### config.mk
export PLATFORM = sky130hd
export DESIGN_NAME = serial_subtractor
export DESIGN_NICKNAME = d
export VERILOG_FILES = /design/src/rtl/serial_subtractor.sv
export SDC_FILE = /design/constraint.sdc
export NUM_CORES = 1
export LEC_CHECK = 0
export CORE_UTILIZATION = 48
export CTS_CLUSTER_SIZE = 25
export DETAILED_ROUTE_END_ITERATION = 6
export PLACE_DENSITY_LB_ADDON = 0.1
export SLEW_MARGIN = 10
export SYNTH_ARGS = -nofsm -noshare
export SYNTH_HDL_FRONTEND = slang
export SYNTH_SLANG_ARGS = --single-unit
### constraint.sdc
create_clock -name clk -period 1.6 [get_ports clk]
set_input_delay 0.16 -clock clk [delete_from_list [all_inputs] [get_ports clk]]
set_output_delay 0.16 -clock clk [all_outputs]
set_load 0.1 [all_outputs]
### src/rtl/serial_subtractor.sv
// -----------------------------------------------------------------------------
// serial_subtractor
//
// Purpose:
//   Bit-serial unsigned subtractor. A start request in IDLE captures the two
//   operands. RUN then processes one bit per clock, LSB first, through a
//   single full-subtractor cell, so a WIDTH-bit difference takes WIDTH
//   cycles. The finished difference and the final borrow are published in
//   one step on the last RUN edge. done pulses during the single DONE cycle
//   that follows, and the FSM then returns to IDLE.
//
// Parameters:
//   WIDTH   operand / difference width in bits (1..32)
//
// Ports:
//   clk     clock, all state changes on the rising edge
//   rst_n   asynchronous active-low reset
//   start   subtraction request, only looked at in IDLE
//   a       unsigned minuend
//   b       unsigned subtrahend
//   busy    high while bits are being processed (RUN)
//   done    one-cycle pulse while the published result is fresh (DONE)
//   diff    (a - b) mod 2^WIDTH of the last completed operation
//   borrow  1 when a < b for the last completed operation
// -----------------------------------------------------------------------------
module serial_subtractor #(
    parameter int WIDTH = 4
) (
    input  logic             clk,
    input  logic             rst_n,
    input  logic             start,
    input  logic [WIDTH-1:0] a,
    input  logic [WIDTH-1:0] b,
    output logic             busy,
    output logic             done,
    output logic [WIDTH-1:0] diff,
    output logic             borrow
);

    // The bit counter must still be at least one bit wide when WIDTH is 1.
    localparam int IDX_W = (WIDTH > 1) ? $clog2(WIDTH) : 1;
    localparam logic [IDX_W-1:0] LAST_IDX = IDX_W'(WIDTH - 1);

    localparam logic [1:0] S_IDLE = 2'd0;
    localparam logic [1:0] S_RUN  = 2'd1;
    localparam logic [1:0] S_DONE = 2'd2;

    logic [1:0]       r_state;
    logic [WIDTH-1:0] r_a;
    logic [WIDTH-1:0] r_b;
    logic [WIDTH-1:0] r_sh;
    logic [IDX_W-1:0] r_idx;
    logic             r_br;
    logic [WIDTH-1:0] r_diff;
    logic             r_borrow;

    logic             w_ai;
    logic             w_bi;
    logic             w_d;
    logic             w_brNext;
    logic             w_last;
    logic [WIDTH-1:0] w_shNext;
    logic             w_accept;

    // The operand registers shift right once per RUN cycle.
    // Bit 0 of each is therefore always the bit currently being processed.
    assign w_ai = r_a[0];
    assign w_bi = r_b[0];

    // Full-subtractor cell. A borrow is produced when the minuend bit is 0
    // and the subtrahend bit is 1. When the two bits are equal, an incoming
    // borrow passes straight through.
    assign w_d      = w_ai ^ w_bi ^ r_br;
    assign w_brNext = (~w_ai & w_bi) | (~(w_ai ^ w_bi) & r_br);

    assign w_last   = (r_idx == LAST_IDX);
    assign w_accept = (r_state == S_IDLE) && start;

    // The difference bits enter at the MSB and move down one place per cycle.
    // After WIDTH shifts, the first (LSB) result bit has reached bit 0.
    // The shift is written as a shift plus a bit overwrite, so the same code
    // also works when WIDTH is 1.
    always_comb begin
        w_shNext           = r_sh >> 1;
        w_shNext[WIDTH-1]  = w_d;
    end

    // Control FSM. start is only honoured in IDLE. DONE always lasts exactly
    // one cycle, so a start held high is taken again on the first edge back
    // in IDLE.
    always_ff @(posedge clk or negedge rst_n) begin
        if (!rst_n) begin
            r_state <= S_IDLE;
        end else begin
            case (r_state)
                S_IDLE: if (start)  r_state <= S_RUN;
                S_RUN:  if (w_last) r_state <= S_DONE;
                S_DONE: r_state <= S_IDLE;
                default: r_state <= S_IDLE;
            endcase
        end
    end

    // Datapath. Operands are frozen at the capture edge, so later changes on
    // a/b cannot affect the result. The published diff/borrow only change on
    // the last RUN edge, which means they keep showing the previous result
    // for the whole of RUN.
    always_ff @(posedge clk or negedge rst_n) begin
        if (!rst_n) begin
            r_a      <= '0;
            r_b      <= '0;
            r_sh     <= '0;
            r_idx    <= '0;
            r_br     <= 1'b0;
            r_diff   <= '0;
            r_borrow <= 1'b0;
        end else if (w_accept) begin
            r_a   <= a;
            r_b   <= b;
            r_sh  <= '0;
            r_idx <= '0;
            r_br  <= 1'b0;
        end else if (r_state == S_RUN) begin
            r_a  <= r_a >> 1;
            r_b  <= r_b >> 1;
            r_sh <= w_shNext;
            r_br <= w_brNext;
            if (w_last) begin
                r_idx    <= '0;
                r_diff   <= w_shNext;
                r_borrow <= w_brNext;
            end else begin
                r_idx <= r_idx + 1'b1;
            end
        end
    end

    assign busy   = (r_state == S_RUN);
    assign done   = (r_state == S_DONE);
    assign diff   = r_diff;
    assign borrow = r_borrow;

endmodule
==> results.cfg <==
[floorplan]
start_util_pct = 50.9
dieArea_mm2 = 0.00201
core_mm2 = 0.00173
rows = 15
ioPinCount = 18
die_w_um = 44.8
die_h_um = 44.8

[worst_setup_path]
cp.required_ns = 1.44
critPathArrivalTime_ns = 1.32
endpoint_kind = output port
critPathLaunchType = register
r2r_setup_slack_ns = 0.19
path_class = register to output port
critPathMaxFanout = 10

[cells_and_area]
syn_to_final_growth_pct = 36.3
design_area_mm2 = 0.00120
num-nets-final = 106
multi_input_area_um2 = 330
diodes = 0
drive_above_1_share_pct = 26.1
fillers = 126
register_area_um2 = 528

[clock_network]
hold_buffers = 0
postCtsSetupBuffers = 0
cts-htree-levels = 1
worst_skew_pair.late_latency_ns = 0.30
cts_tree = yes
cts_buffers = 3
cts_max_path_buffers = 2
clock-sinks = 21
cts-root-buf = clkbuf_4
path_clk_slew_ns = 0.11

[drt]
antenna_left = 0
drc = 0
drt-initial-drc-count = 20
dr.pass1.iters = 4
wl_per_cell_um = 14.2
wirelength_mm = 1.66
vias = 635
via_per_inst = 5.43

[synth]
syn_avg_cell_area_um2 = 12.6
ys_warn_count = 0
synth_top_family_by_area = compound AO/OA/AOI/OAI gates
yosysTopAreaCell = dfrtp_1
synth_area_leaders = dfrtp_1 60%, a22o_1 6.0%, o22ai_1 5.7%
synth_fa_ha_area_share_pct = 3.70
synth_xor_xnor_area_share_pct = 0
synth-simple-area-share_pct = 7.40
yosysSeqAreaShare_pct = 59.7
netlist.area_leader.share_pct = 59.7
netlist_area_um2 = 880
netlist_instances = 70
ys_types = 20
synth_nets = 83
synthMuxAreaShare_pct = 5.12
ys_seq_elements = 21
synth_compound_area_share_pct = 20.2

[timing]
fin_worst_skew_ns = 0.00246
setup_viol = 0
rsz0062_at_grt = no
slew_headroom_pct = 74.8
layout_setup_ws_ns = 0.116
max_freq_mhz = 674
slew_violations = 0
min_period_ns = 1.48
fin_crit_sh_pct = 92.8
finalSetupTns_ns = 0
hold_violations = 0
timing.hold.ws_ns = 0.189
worstMarginPinSlew_ns = 0.378

[global_routing]
antenna_found_initial = 0
grt-ovfl-total = 0
grt_max_degree = 22
grt_pass1_wl_mm = 2.91
grt_pass1_vias = 634
grt.total_usage_pct = 20.0

[placed_design]
dp_hpwl_mm = 1.20
placed_area_mm2 = 0.00116
gp_routability_congestion = 0.785
io_buffers = 17
place_worst_setup_slack_ns = 0.203

[run_status]
status = complete, no violations

[job]
maxCapViolations = 0

[min_path]
hp-class = input pin to asynchronous set/reset pin
[path summary, 6_finish.rpt]
check | to | from | cells after the start
worst max-delay path | busy | r_state[0] | 3
worst min register to register | r_idx[0] | r_idx[0] | 1
max in group asynchronous | r_state[1] | rst_n | 2
min in group clk | r_b[3] | b[3] | 2
worst min-delay path | r_b[1] | rst_n | 2
worst max register to register | diff[2] | r_idx[0] | 3
[cells by family (layout without fill, tap and decap cells)]
kind of cell               Yosys count  after routing
AOI/OAI and AO/OA                   24             24
adders and majority gates            2              2
DFF                                 21             21
and+or+nand+nor                     12             12
muxes                                4              4
buffers and inverters                7             29
[layer usage]
layer | GRT usage, % | share of wire (%) | up-vias
met1 | 31.6 | 51 | 315
met5 | 0 | 0 | -
li1 | - | - | 304
met2 | 28.5 | 45 | 16
met3 | 3.20 | 3.9 | 0
met4 | 5.45 | 0 | 0
[what timing repair did]
item,CTS,global route
gates cloned,0,0
setup endpoints to repair,1,1
gates resized for setup,2,1
pin swaps,0,0
[critical path, cell delays in order, from the launching register on]
cell and delay [ns]:
dfrtp_2 0.51, nand2b_4 0.15, clkinvlp_4 0.16, buf_12 0.20
[state kept, by name (all words and copies together) (netlist names)]
signal / flops
diff: 4
r_idx: 2
r_b: 4
r_sh: 3
r_br: 1
borrow: 1
r_a: 4
r_state: 2
[cell usage after synthesis]
library cell / n
mux2_2: 4
o21ai_0: 1
a2bb2oi_1: 2
nor2_1: 4
o22ai_1: 8
fa_1: 1
nand3b_1: 1
a21oi_1: 3
ha_1: 1
dfrtp_1: 21
a22oi_1: 1
nand2_1: 2
buf_6: 1
or4b_1: 1
o31ai_1: 1
nand2b_1: 4
o221a_2: 1
inv_1: 6
o21bai_2: 1
a22o_1: 6
[stage by stage]
stage / std cells / utilization (%)
detailed placement: 113 / 67.4
floorplan: 70 / -
global placement: 113 / 67.4
global route: 117 / 69.4
CTS: 117 / 69.1
finish: 117 / 69.4
[cell type report]
| cell class | instances | area share [%] |
|---|---|---|
| inverter | 6 | 2.19 |
| clock inverter | 1 | 0.418 |
| sequential | 21 | 44.1 |
| timing repair buffer | 19 | 21.3 |
| clock buffer | 3 | 1.88 |
| multi-input combinational | 42 | 27.6 |
| tap | 25 | 2.61 |
[cell usage in the layout (no fill, tap or decap), drive strengths merged, types with 2 or more instances in the layout]
cell,instances
o22ai,8
mux2,4
nand2b,4
dfrtp,21
a2bb2oi,2
nand2,2
buf,9
clkdlybuf4s50,10
a21oi,3
nor2,4
a22o,6
clkbuf,3
inv,5
Power is left out: the tool's default activity adds up to more than one toggle a clock period on the data nets, which glitch-free logic cannot reach.
